==> src/rtl/ddr_cmd_sched_pkg.sv <==
// Shared DDR controller definitions: command codes decoded by the
// transaction engine and the command scheduler FSM state encoding.
package ddr_cmd_sched_pkg;

  localparam int unsigned CMD_TYPE_W = 2;

  // Command codes on cmd_type
  typedef enum logic [CMD_TYPE_W-1:0] {
    CMD_READ    = 2'd0,
    CMD_WRITE   = 2'd1,
    CMD_REFRESH = 2'd2
  } cmd_type_e;

  // Scheduler FSM states
  typedef enum logic [1:0] {
    ST_IDLE  = 2'd0,
    ST_ISSUE = 2'd1,
    ST_WAIT  = 2'd2
  } sched_state_e;

  // Direction of the most recent AW/AR grant, used for round-robin
  localparam logic DIR_READ  = 1'b0;
  localparam logic DIR_WRITE = 1'b1;

endpackage

==> src/rtl/ddr_cmd_sched_ref_timer.sv <==
// ddr_ref_timer: refresh interval counter and postponed-refresh bookkeeping.
// Ports:
//   core_clk, core_rst_sync : clock, synchronous active-high reset
//   init_done               : interval counting enabled once DDR init is done
//   ref_dec                 : one-cycle pulse, a REFRESH command completed
//   ref_pending             : outstanding refresh count, saturates at REF_MAX
//   ref_overflow            : sticky, interval tick seen while pending==REF_MAX
module ddr_ref_timer #(
  parameter int unsigned TREFI_CYC = 780,
  parameter int unsigned REF_MAX   = 8,
  localparam int unsigned PEND_W   = $clog2(REF_MAX + 1)
) (
  input  logic              core_clk,
  input  logic              core_rst_sync,
  input  logic              init_done,
  input  logic              ref_dec,
  output logic [PEND_W-1:0] ref_pending,
  output logic              ref_overflow
);

  localparam int unsigned CNT_W = (TREFI_CYC > 1) ? $clog2(TREFI_CYC) : 1;

  logic [CNT_W-1:0]  cnt_q, cnt_d;
  logic [PEND_W-1:0] pend_q, pend_d;
  logic              ovf_q, ovf_d;
  logic              tick;

  // Interval counter, tick generation and saturating pending counter
  always_comb begin
    cnt_d  = cnt_q;
    pend_d = pend_q;
    ovf_d  = ovf_q;
    tick   = init_done && (cnt_q == CNT_W'(TREFI_CYC - 1));

    if (!init_done || tick) begin
      cnt_d = '0;
    end else begin
      cnt_d = cnt_q + CNT_W'(1);
    end

    // A tick and a completion in the same cycle cancel out
    if (tick && !ref_dec) begin
      if (pend_q != PEND_W'(REF_MAX)) begin
        pend_d = pend_q + PEND_W'(1);
      end
    end else if (ref_dec && !tick) begin
      if (pend_q != '0) begin
        pend_d = pend_q - PEND_W'(1);
      end
    end

    if (tick && (pend_q == PEND_W'(REF_MAX))) begin
      ovf_d = 1'b1;
    end
  end

  always_ff @(posedge core_clk) begin
    if (core_rst_sync) begin
      cnt_q  <= '0;
      pend_q <= '0;
      ovf_q  <= 1'b0;
    end else begin
      cnt_q  <= cnt_d;
      pend_q <= pend_d;
      ovf_q  <= ovf_d;
    end
  end

  assign ref_pending  = pend_q;
  assign ref_overflow = ovf_q;

endmodule

==> src/rtl/ddr_cmd_sched.sv <==
// ddr_cmd_sched: arbitrates AW/AR burst requests and refresh obligations,
// issuing one command at a time to the DDR transaction engine and waiting
// for its completion before the next decision.
// Ports:
//   core_clk, core_rst_sync          : clock, synchronous active-high reset
//   init_done                        : DDR init complete, enables scheduling
//   awvalid/awready/awaddr/awlen     : write request channel (ready is combinational)
//   arvalid/arready/araddr/arlen     : read request channel (ready is combinational)
//   cmd_valid/cmd_ready              : command handshake to transaction engine
//   cmd_type/cmd_addr/cmd_len        : registered command payload
//   cmd_done                         : completion pulse of the accepted command
//   ref_pending/ref_overflow         : refresh bookkeeping
//   busy                             : scheduler not in IDLE
module ddr_cmd_sched
  import ddr_cmd_sched_pkg::*;
#(
  parameter int unsigned BA_BITS    = 2,
  parameter int unsigned ROW_BITS   = 13,
  parameter int unsigned COL_BITS   = 10,
  parameter int unsigned DQ_LEVEL   = 1,
  parameter int unsigned TREFI_CYC  = 780,
  parameter int unsigned REF_MAX    = 8,
  parameter int unsigned REF_URGENT = 6,
  localparam int unsigned ADDR_W    = BA_BITS + ROW_BITS + COL_BITS + DQ_LEVEL - 1,
  localparam int unsigned PEND_W    = $clog2(REF_MAX + 1)
) (
  input  logic              core_clk,
  input  logic              core_rst_sync,
  input  logic              init_done,
  input  logic              awvalid,
  output logic              awready,
  input  logic [ADDR_W-1:0] awaddr,
  input  logic [7:0]        awlen,
  input  logic              arvalid,
  output logic              arready,
  input  logic [ADDR_W-1:0] araddr,
  input  logic [7:0]        arlen,
  output logic              cmd_valid,
  input  logic              cmd_ready,
  output logic [1:0]        cmd_type,
  output logic [ADDR_W-1:0] cmd_addr,
  output logic [7:0]        cmd_len,
  input  logic              cmd_done,
  output logic [PEND_W-1:0] ref_pending,
  output logic              ref_overflow,
  output logic              busy
);

  sched_state_e      state_q, state_d;
  logic              last_dir_q, last_dir_d;
  logic              cmd_valid_q, cmd_valid_d;
  cmd_type_e         cmd_type_q, cmd_type_d;
  logic [ADDR_W-1:0] cmd_addr_q, cmd_addr_d;
  logic [7:0]        cmd_len_q, cmd_len_d;
  logic              busy_q, busy_d;
  logic              aw_grant, ar_grant, ref_grant, ref_dec;

  // Next-state, grant decision and command capture
  always_comb begin
    state_d     = state_q;
    last_dir_d  = last_dir_q;
    cmd_valid_d = cmd_valid_q;
    cmd_type_d  = cmd_type_q;
    cmd_addr_d  = cmd_addr_q;
    cmd_len_d   = cmd_len_q;
    busy_d      = busy_q;
    aw_grant    = 1'b0;
    ar_grant    = 1'b0;
    ref_grant   = 1'b0;
    ref_dec     = 1'b0;

    unique case (state_q)
      ST_IDLE: begin
        if (init_done) begin
          if (ref_pending >= PEND_W'(REF_URGENT)) begin
            ref_grant = 1'b1;
          end else if (awvalid && !arvalid) begin
            aw_grant = 1'b1;
          end else if (arvalid && !awvalid) begin
            ar_grant = 1'b1;
          end else if (awvalid && arvalid) begin
            // Round-robin: serve the direction not granted last time
            if (last_dir_q == DIR_READ) aw_grant = 1'b1;
            else                        ar_grant = 1'b1;
          end else if (ref_pending != '0) begin
            ref_grant = 1'b1;
          end
        end

        if (aw_grant) begin
          cmd_type_d = CMD_WRITE;
          cmd_addr_d = awaddr;
          cmd_len_d  = awlen;
          last_dir_d = DIR_WRITE;
        end else if (ar_grant) begin
          cmd_type_d = CMD_READ;
          cmd_addr_d = araddr;
          cmd_len_d  = arlen;
          last_dir_d = DIR_READ;
        end else if (ref_grant) begin
          cmd_type_d = CMD_REFRESH;
          cmd_addr_d = '0;
          cmd_len_d  = '0;
        end

        if (aw_grant || ar_grant || ref_grant) begin
          state_d     = ST_ISSUE;
          cmd_valid_d = 1'b1;
          busy_d      = 1'b1;
        end
      end

      ST_ISSUE: begin
        if (cmd_ready) begin
          state_d     = ST_WAIT;
          cmd_valid_d = 1'b0;
        end
      end

      ST_WAIT: begin
        if (cmd_done) begin
          state_d = ST_IDLE;
          busy_d  = 1'b0;
          ref_dec = (cmd_type_q == CMD_REFRESH);
        end
      end

      default: begin
        state_d     = ST_IDLE;
        cmd_valid_d = 1'b0;
        busy_d      = 1'b0;
      end
    endcase
  end

  always_ff @(posedge core_clk) begin
    if (core_rst_sync) begin
      state_q     <= ST_IDLE;
      last_dir_q  <= DIR_READ;
      cmd_valid_q <= 1'b0;
      cmd_type_q  <= CMD_READ;
      cmd_addr_q  <= '0;
      cmd_len_q   <= '0;
      busy_q      <= 1'b0;
    end else begin
      state_q     <= state_d;
      last_dir_q  <= last_dir_d;
      cmd_valid_q <= cmd_valid_d;
      cmd_type_q  <= cmd_type_d;
      cmd_addr_q  <= cmd_addr_d;
      cmd_len_q   <= cmd_len_d;
      busy_q      <= busy_d;
    end
  end

  ddr_ref_timer #(
    .TREFI_CYC (TREFI_CYC),
    .REF_MAX   (REF_MAX)
  ) u_ref_timer (
    .core_clk      (core_clk),
    .core_rst_sync (core_rst_sync),
    .init_done     (init_done),
    .ref_dec       (ref_dec),
    .ref_pending   (ref_pending),
    .ref_overflow  (ref_overflow)
  );

  assign awready   = aw_grant;
  assign arready   = ar_grant;
  assign cmd_valid = cmd_valid_q;
  assign cmd_type  = cmd_type_q;
  assign cmd_addr  = cmd_addr_q;
  assign cmd_len   = cmd_len_q;
  assign busy      = busy_q;

endmodule

==> config.mk <==
export PLATFORM = sky130hd
export DESIGN_NAME = ddr_cmd_sched
export DESIGN_NICKNAME = d
export VERILOG_FILES = /design/src/rtl/ddr_cmd_sched_pkg.sv /design/src/rtl/ddr_cmd_sched_ref_timer.sv /design/src/rtl/ddr_cmd_sched.sv
export SDC_FILE = /design/constraint.sdc
export NUM_CORES = 1
export LEC_CHECK = 0
export CAP_MARGIN = 20
export CORE_MARGIN = 2
export CORE_UTILIZATION = 45
export DETAILED_ROUTE_END_ITERATION = 12
export GPL_TIMING_DRIVEN = 0
export PLACE_DENSITY = 0.85
export SYNTH_ARGS = -nofsm -noshare
export SYNTH_HDL_FRONTEND = slang
export SYNTH_SLANG_ARGS = --single-unit
==> constraint.sdc <==
create_clock -name core_clk -period 4.72 [get_ports core_clk]
set_input_delay 0.472 -clock core_clk [delete_from_list [all_inputs] [get_ports core_clk]]
set_output_delay 0.472 -clock core_clk [all_outputs]
set_load 0.02 [all_outputs]
==> results.txt <==
- The flow ran to the end, and the final reports show no timing, DRC or antenna violations.
* Most instantiated flip-flop cell in the synthesis netlist: sky130_fd_sc_hd__dfxtp_1
- Syn Inst Count: 315
- Synth Area per Inst: 8.39 um2
* Category of the worst setup path launch point: input pin
- CTS H-Tree Depth: 2
* Via count of the first global-routing pass: 2,659
- Sum of net half-perimeters after detailed placement: 5980 um
- After clock tree synthesis, the repair step resized 0 gates.
- Slowest CP cell: sky130_fd_sc_hd__clkdlybuf4s50_1
* Number of cells on the worst reg-to-reg path: 9
* Width of the die: 80.6 um
- In the synthesized netlist, the cells that appear most often are sky130_fd_sc_hd__dfxtp_1, sky130_fd_sc_hd__nor2_1, sky130_fd_sc_hd__a21oi_1.
- Final-report hold violation count: 0
- In this run, CTS created clock tree buffers numbering 5.
* Area share of the largest cell type after synthesis: between 40% and 50%
- Starting density of the core: a little under half
* Core region area: 5570 um2
- In the final layout, the share of cells above drive strength 1 is 5.49%.
- In this design, the largest share of critical-path delay is due to buffers and inverters.
- Final Power: 961 uW
- Final setup slack of the worst path: 1.36 ns
* Worst supply voltage drop on vdd: 0.140 mV
- Once layout is complete, the utilization of the core stands at 71.0%.
* Leakage power figure: 1.40 nW
* Final std cell area, no fill: a little under 4000 um2
- Floorplan die height: 80.6 um
* Number of max-cap violations: 0
- Clock input transition at the sequential cells of the worst setup and hold paths: around 0.1 ns
- Number of nets in the layout: roughly 500
* Number of enable flip-flop cells after synthesis: 0
- Timing analysis after detailed placement gives a worst setup slack of between 1 and 1.5 ns.
- Summing over every cut layer, the via total after detailed routing is 2,855.
- Routability congestion estimate from global placement: 0.851
- After layout, the worst path uses between 70% and 80% of the clock period.
- Delay of the slowest cell on the worst path: 0.60 ns
- Summed over all instances, the cell type with the most area after synthesis is sky130_fd_sc_hd__dfxtp_1.
- Total power density per cell area: 243 nW/um2
- In this run the deepest clock path goes through 2 buffers.
* IO Count: 117
- Pin count of the biggest net entering global routing: 17
- Of all flip-flops after synthesis, the portion carrying an async set or reset was 0%.
- In this run the number of cells on the critical path is 8.
* Vias per inst: between 5 and 6
- Placement Cell Area: 3870 um2
* Final clock skew: around 0.0074 ns
- Detailed-router iteration count before antenna repair: 4
* Die ar.: ~6500 um2
- For the final routed database, the setup TNS stands at 0 ns.
- Critical Path Sink Type: output pin
- The clock net in this run drives a total of 55 sinks.
- Hold buffers post-CTS: 0
* Final setup violation count: 0
* Warnings from Yosys: 0
- The later pin in the worst-skew pair is clocked with a latency of 0.31 ns.
* Number of port buffers: around 110
- Timing would allow up to around 300 MHz.
- The routed design has 7940 um of wire.
* Number of design-rule violations left by the first detailed-router iteration: 130
* Remaining DRCs: 0
- Post-CTS repair timing setup buffer count: 0
- After detailed placement, the design holds a cell count of 501.
- Synthesized net count: 392
* CP arrival: 2.89 ns
* Antenna-violating nets left: 0
* Top area cells in the synthesized netlist: sky130_fd_sc_hd__dfxtp_1, sky130_fd_sc_hd__a32oi_1, sky130_fd_sc_hd__a21oi_1
- Sequential cell area fraction in the yosys report: 41.7%
- Clock tree from TritonCTS: done
- At the worst endpoint, the required time is roughly 4.3 ns.
- The number of buffers and inverters on the critical path is 5.
- Global route total overflow: 0
* Filler-free cell count of the finished design: 509
- RSZ-0062 raised after global routing: false
- The worst hold path belongs to the class input pin to flop.
* Area Growth Syn to Fin: 49.8%
- After synthesis the cells add up to 2640 um2.
- For the pin with the worst max-slew slack, the measured transition is 0.746 ns.
- Max Slew Vio Count: 0
- Min Clock Period, post-route: 3.36 ns
- The worst setup path is of the input pin to output pin kind.
* Cell chain of the critical path: clkdlybuf4s50_1 -> inv_1 -> a211o_1 -> clkbuf_1 -> or3_1 -> nand2b_1 -> inv_1 -> clkdlybuf4s50_1
- The number of antenna violations at the first check in global routing is 0.
* Total GRT Usage: about a quarter
- In the final routed layout, each cell accounts on average for 15.6 um.
- CTS placed an instance of sky130_fd_sc_hd__clkbuf_8 at the clock tree root.
- Most used standard cell by instance count after synthesis: sky130_fd_sc_hd__dfxtp_1
- The synthesized design contains 55 register bits.
- Counting the fill cells in the layout gives 451.
- In this run the worst path has a maximum fanout of 7.
- Diode insertion count for antenna repair: 0
- Counting distinct cell types in the post-synthesis netlist gives between 40 and 50.
* Slew Limit Headroom: 50.2%
- The worst hold path passes through 2 cells.
- Hold is met by 0.385 ns.
- Number of standard-cell rows in the floorplan: 27
* Global-route wire length before repair: 12,600 um
## placed cells by master (no fill, tap or decap), types with 2 or more instances in the layout
cell type                         instances
sky130_fd_sc_hd__a211oi_1                 2
sky130_fd_sc_hd__a21o_1                   3
sky130_fd_sc_hd__a21oi_1                 41
sky130_fd_sc_hd__a32oi_1                 33
sky130_fd_sc_hd__and3_1                   3
sky130_fd_sc_hd__buf_2                    5
sky130_fd_sc_hd__clkbuf_1                21
sky130_fd_sc_hd__clkbuf_8                 7
sky130_fd_sc_hd__clkdlybuf4s50_1        114
sky130_fd_sc_hd__clkinv_2                 3
sky130_fd_sc_hd__dfxtp_1                 55
sky130_fd_sc_hd__ha_1                     3
sky130_fd_sc_hd__inv_1                    7
sky130_fd_sc_hd__mux2i_1                  3
sky130_fd_sc_hd__nand2_1                  8
sky130_fd_sc_hd__nand2b_1                 2
sky130_fd_sc_hd__nand3_1                  3
sky130_fd_sc_hd__nor2_1                  51
sky130_fd_sc_hd__nor3_1                  37
sky130_fd_sc_hd__o21ai_0                  3
sky130_fd_sc_hd__or3b_2                   2
sky130_fd_sc_hd__xnor2_1                  5
sky130_fd_sc_hd__xor2_1                   5
## report_power, final
part / switching, mW / total (mW) / internal [mW]
logic: 0.108 / 0.219 / 0.111
clock network: 0.152 / 0.254 / 0.102
registers: 0.00966 / 0.489 / 0.479
total: 0.269 / 0.961 / 0.692
## final timing paths
path	startpoint	endpoint	slack [ns]
setup / recovery	init_done	awready	1.36
hold reg to reg	cmd_valid	cmd_valid	0.47
hold / removal	core_rst_sync	cmd_valid	0.39
setup reg to reg	u_ref_timer.cnt_q[2]	u_ref_timer.ref_pending[3]	1.92
## cell type report
cell class / instances / area (um2) / share of cell area, %
sequential: 55 / 1100 / 27.8
buffer: 29 / 143 / 3.60
timing repair buffer: 114 / 1140 / 28.8
multi-input combinational: 224 / 1370 / 34.7
tap: 72 / 90.1 / 2.28
inverter: 7 / 26.3 / 0.664
clock inverter: 3 / 15.0 / 0.379
clock buffer: 5 / 68.8 / 1.74
## sequential cells by signal, indices dropped and copies added (netlist names), 2 cells and up
register	flops
cmd_addr	25
u_ref_timer.cnt_q	10
cmd_len	8
u_ref_timer.ref_pending	4
cmd_type	2
state_q	2
## logic make-up (layout without fill, tap and decap cells)
family,Yosys count,count (layout),share of synthesized area [%]
compound gates,89,89,23.2
simple gates,118,118,22.1
buf+inv,36,158,6.39
fa+ha+maj,4,4,2.18
flops,55,55,41.7
xor+xnor,10,10,3.31
mux,3,3,1.14
## routing by layer
metal / wire (um) / global-route usage (%)
met1: 3220 / 31.1
met2: 4040 / 42.4
met3: 597 / 6.63
met4: 88 / 5.59
met5: 0 / 0
Power figures use the tool's default switching activity.
